[config.mk]
export PLATFORM = sky130hd
export DESIGN_NAME = regfile_write_scheduler
export DESIGN_NICKNAME = d
export VERILOG_FILES = /design/src/rtl/regfile_write_scheduler.sv
export SDC_FILE = /design/constraint.sdc
export NUM_CORES = 1
export LEC_CHECK = 0
export ABC_AREA = 1
export CAP_MARGIN = 30
export CORE_AREA = 2 2 108 110
export DETAILED_ROUTE_END_ITERATION = 10
export DIE_AREA = 0 0 110 112
export PLACE_DENSITY = 0.75
export REMOVE_ABC_BUFFERS = 1
export SLEW_MARGIN = 20
export SYNTH_ARGS = -nofsm -noshare
export SYNTH_HDL_FRONTEND = slang
export SYNTH_SLANG_ARGS = --single-unit
[constraint.sdc]
create_clock -name clk -period 1.9 [get_ports clk]
set_input_delay 0.38 -clock clk [delete_from_list [all_inputs] [get_ports clk]]
set_output_delay 0.38 -clock clk [all_outputs]
set_load 0.01 [all_outputs]
[src/rtl/regfile_write_scheduler.sv]
// Arbitrates the register-file write port between WB and a multi-cycle unit, tracks MC-busy registers.
// Latency: granted write appears on rf_* one cycle after grant; mc_ready/hazard_stall are combinational.
// Backpressure: WB wins unless frozen; MC waits via mc_ready and forces wb_freeze after STARVE_LIMIT cycles.
module regfile_write_scheduler #(
   parameter int DATA_W       = 32,
   parameter int ADDR_W       = 5,
   parameter int STARVE_LIMIT = 4
) (
   input  logic              clk,
   input  logic              reset,
   input  logic              wb_valid,
   input  logic [ADDR_W-1:0] wb_rd,
   input  logic [DATA_W-1:0] wb_data,
   input  logic              mc_valid,
   output logic              mc_ready,
   input  logic [ADDR_W-1:0] mc_rd,
   input  logic [DATA_W-1:0] mc_data,
   input  logic              issue_valid,
   input  logic [ADDR_W-1:0] issue_rd,
   input  logic [ADDR_W-1:0] dec_rs1,
   input  logic [ADDR_W-1:0] dec_rs2,
   input  logic [ADDR_W-1:0] dec_rd,
   output logic              hazard_stall,
   output logic              wb_freeze,
   output logic              rf_we,
   output logic [ADDR_W-1:0] rf_waddr,
   output logic [DATA_W-1:0] rf_wdata
);

   localparam int NREG  = 1 << ADDR_W;
   localparam int CNT_W = $clog2(STARVE_LIMIT + 1);
   localparam logic [CNT_W-1:0] CNT_MAX = CNT_W'(STARVE_LIMIT);

   logic [NREG-1:0]   busy, busy_nxt;
   logic [CNT_W-1:0]  starve_cnt, starve_nxt;
   logic              grant_wb, grant_mc, issue_set;
   logic [ADDR_W-1:0] grant_rd;
   logic [DATA_W-1:0] grant_data;

   always_comb begin
      grant_wb     = wb_valid & ~wb_freeze;
      grant_mc     = mc_valid & ~grant_wb;
      mc_ready     = grant_mc;
      grant_rd     = grant_wb ? wb_rd   : mc_rd;
      grant_data   = grant_wb ? wb_data : mc_data;
      hazard_stall = busy[dec_rs1] | busy[dec_rs2] | (issue_valid & busy[dec_rd]) | wb_freeze;
      issue_set    = issue_valid & (issue_rd != '0) & ~hazard_stall;

      starve_nxt = '0;
      if (mc_valid && !grant_mc) begin
         starve_nxt = (starve_cnt == CNT_MAX) ? starve_cnt : starve_cnt + CNT_W'(1);
      end

      // Clear before set so an issue to the register being retired keeps it busy.
      busy_nxt = busy;
      if (grant_mc) begin
         busy_nxt[mc_rd] = 1'b0;
      end
      if (issue_set) begin
         busy_nxt[issue_rd] = 1'b1;
      end
      busy_nxt[0] = 1'b0;
   end

   always_ff @(posedge clk or negedge reset) begin
      if (!reset) begin
         busy       <= '0;
         starve_cnt <= '0;
         wb_freeze  <= 1'b0;
         rf_we      <= 1'b0;
         rf_waddr   <= '0;
         rf_wdata   <= '0;
      end else begin
         busy       <= busy_nxt;
         starve_cnt <= starve_nxt;
         if (grant_mc) begin
            wb_freeze <= 1'b0;
         end else if (starve_nxt == CNT_MAX) begin
            wb_freeze <= 1'b1;
         end
         // Writes to r0 are consumed but never reach the register file.
         rf_we <= (grant_wb | grant_mc) & (grant_rd != '0);
         if ((grant_wb || grant_mc) && grant_rd != '0) begin
            rf_waddr <= grant_rd;
            rf_wdata <= grant_data;
         end
      end
   end

endmodule
==> flow_summary.json <==
{
  "status": "complete, but fails checks",
  "violations": "negative setup slack",
  "die_height_um": 112,
  "drv_cap": 0,
  "synth_edf_count": 0,
  "wirelength_um": 17400,
  "reg2reg_slack_ps": 0,
  "cp-startpoint": "busy[16]",
  "netlist_instances": 662,
  "wl_per_cell_um": 17.7,
  "hold_violations": 0,
  "drive_above_1_share_pct": 15.7,
  "drc": 0,
  "grt_use_total_pct": 29.2,
  "r2r_end": "busy[5]",
  "timing.fmax_mhz": 467,
  "yosysUniqueCellTypes": 28,
  "r2r_cells": 11,
  "gp_congestion": 0.973,
  "final-setup-viol-count": 2,
  "syn-cell-area_um2": 4660,
  "grt_max_degree": 74,
  "n_antenna_cell": 0,
  "cp_data_arrival_time_ps": 1760,
  "cts_sinks": 73,
  "cp.required_ps": 1520,
  "yosysTopAreaCell": "dfrtp_1",
  "nets": 938,
  "io-pin-count": 140,
  "cts_hold_buf": 0,
  "htree_levels": 3,
  "grt_first_pass_wirelength_um": 27700,
  "yosys_warnings": 0,
  "reg2reg_from": "busy[16]",
  "root_buffer": "clkbuf_16",
  "dp_hpwl_um": 12900,
  "synth_area_leaders": "dfrtp_1 (39%), nand3_1 (15%), nand2_1 (13%), nor2_1 (6.0%), inv_1 (4.7%)",
  "report.final.slew_viol_count": 0,
  "holdWs_ps": 59.3,
  "die_area_um2": 12300,
  "finClkSkew_ps": 5.17,
  "final.setup.worst_slack_ps": -240,
  "fillCellCount": 984,
  "dr_total_vias": 5418,
  "dieWidth_um": 110,
  "first_pass_iters": 7,
  "hp-class": "in2async",
  "startpoint_type": "flop",
  "netlist.area_leader.share_pct": 39.2,
  "power_per_cell_area_nw_per_um2": 829,
  "placed_area_um2": 6450,
  "gr-total-overflow": 0,
  "fin_crit_sh_pct": 113,
  "synth_most_common_cell": "nand2_1",
  "io_buffer_count": 139,
  "drt_iter0_drc": 465,
  "grt_pass1_vias": 5496,
  "fin_crit_ps": 2140,
  "critPathCapture": "hazard_stall",
  "p_leak_uw": 0.00330,
  "antenna_found_initial": 0,
  "synthToLayoutAreaGrowth_pct": 48.5,
  "stdcell_area_um2": 6920,
  "async_reset_ff_share_pct": 100,
  "critPathCaptureType": "primary output",
  "ys_seq_area_share_pct": 39.2,
  "max_slew.worst_pin.slew_ps": 394,
  "ctsLongestPathBuffers": 2,
  "synth_seq_cells": 73,
  "rsz0062_at_grt": "yes",
  "start_util_pct": 41.7,
  "path_class": "reg2out",
  "via_per_inst": 5.50,
  "peakVddDrop_uv": 555,
  "synth_commonest_cells": "nand2_1 (164), nand3_1 (139), nor2_1 (74)",
  "avgSynthCellArea_um2": 7.03,
  "antenna_left": 0,
  "core_area_um2": 11200,
  "cts_tree": "built",
  "slew_headroom_pct": 73.7,
  "row_count": 39,
  "synth_flop_cell": "dfrtp_1",
  "clk_latency_ps": 340,
  "crit_fanout": 2,
  "clkTransAtPathRegs_ps": 60,
  "cts_buffers": 9
}
[logic make-up (layout without fill, tap and decap cells)]
kind of cell    count (synthesis)  count (layout)  share of synthesized area [%]
flops                          73              73                           39.2
buf+inv                        97             277                           10.3
fa+ha+maj                       2               2                          0.537
xor+xnor                        2               2                          0.376
simple gates                  394             394                           37.4
compound gates                 94              94                           12.1
[flip-flops by register name, indices dropped and copies added (netlist names)]
register    cells
rf_we           1
rf_waddr        5
busy           31
rf_wdata       32
wb_freeze       1
starve_cnt      3
[where the power goes]
part	switching [µW]	internal, µW	total, µW
Sequential	185	1790	1970
Combinational	858	774	1630
Clock	648	1480	2130
Total	1690	4050	5740
[cell usage in the layout (no fill, tap or decap), drive strengths merged, types with 15 or more instances in the layout]
cell type	Yosys	routed
nand3	149	149
inv	60	60
nand2	166	166
dfrtp	73	73
o211ai	15	15
o21ai	37	37
a31oi	33	33
nor2	75	75
clkdlybuf4s50	0	126
buf	27	64
[metal layers]
layer,up-vias,GRT usage [%],share of wire [%]
met5,-,0,0
met4,0,16.8,5.0
met3,65,8.37,9.1
met2,277,48.1,48
met1,2512,33.5,38
li1,2564,-,-
[cell type report]
cell class | count | area (µm²) | area share (%)
Tap cell | 143 | 179 | 2.59
Inverter | 61 | 236 | 3.42
Multi-Input combinational cell | 492 | 2370 | 34.3
Clock buffer | 11 | 253 | 3.65
Clock inverter | 5 | 125 | 1.81
Timing Repair Buffer | 200 | 1920 | 27.8
Sequential cell | 73 | 1830 | 26.5
[critical path, stage by stage, from the launching register on]
cell	delay, ps
dfrtp_1	400
buf_6	120
o211ai_1	170
nand3_1	90
nand2_1	70
nand2_1	60
nand3_2	70
nand3_2	110
nor2_4	150
inv_1	50
buf_2	130
[how the worst min path moves through the flow]
stage / from / to / slack (ps) / depth (start not counted)
finish: reset / rf_wdata[17] / 60 / 2
global route: reset / rf_wdata[17] / 110 / 2
CTS: reset / rf_we / 90 / 2
detailed placement: reset / rf_wdata[17] / 450 / 2
global placement: reset / rf_wdata[5] / 440 / 2
floorplan: reset / busy[10] / 80 / 0
[what timing repair did]
action                     CTS  global route
setup buffers                2             2
cloned                       2             0
resized for setup           57            12
setup endpoints to repair   33            64
pin swaps                   13             9
[stage by stage]
| stage | TNS (ps) | setup WS (ps) | cells | util (%) | power [µW] |
|---|---|---|---|---|---|
| final | -242 | -240 | 985 | 61.9 | 5740 |
| after global routing | -2020 | -313 | 985 | 61.9 | 5980 |
| after CTS | -333 | -189 | 983 | 61.6 | 5710 |
| after floorplan | -11430 | -332 | 626 | - | 2580 |
| after detailed placement | -29970 | -960 | 963 | 57.7 | 3540 |
| after global placement | -29710 | -974 | 963 | 57.7 | 3510 |
(Power assumes the default switching activity.)
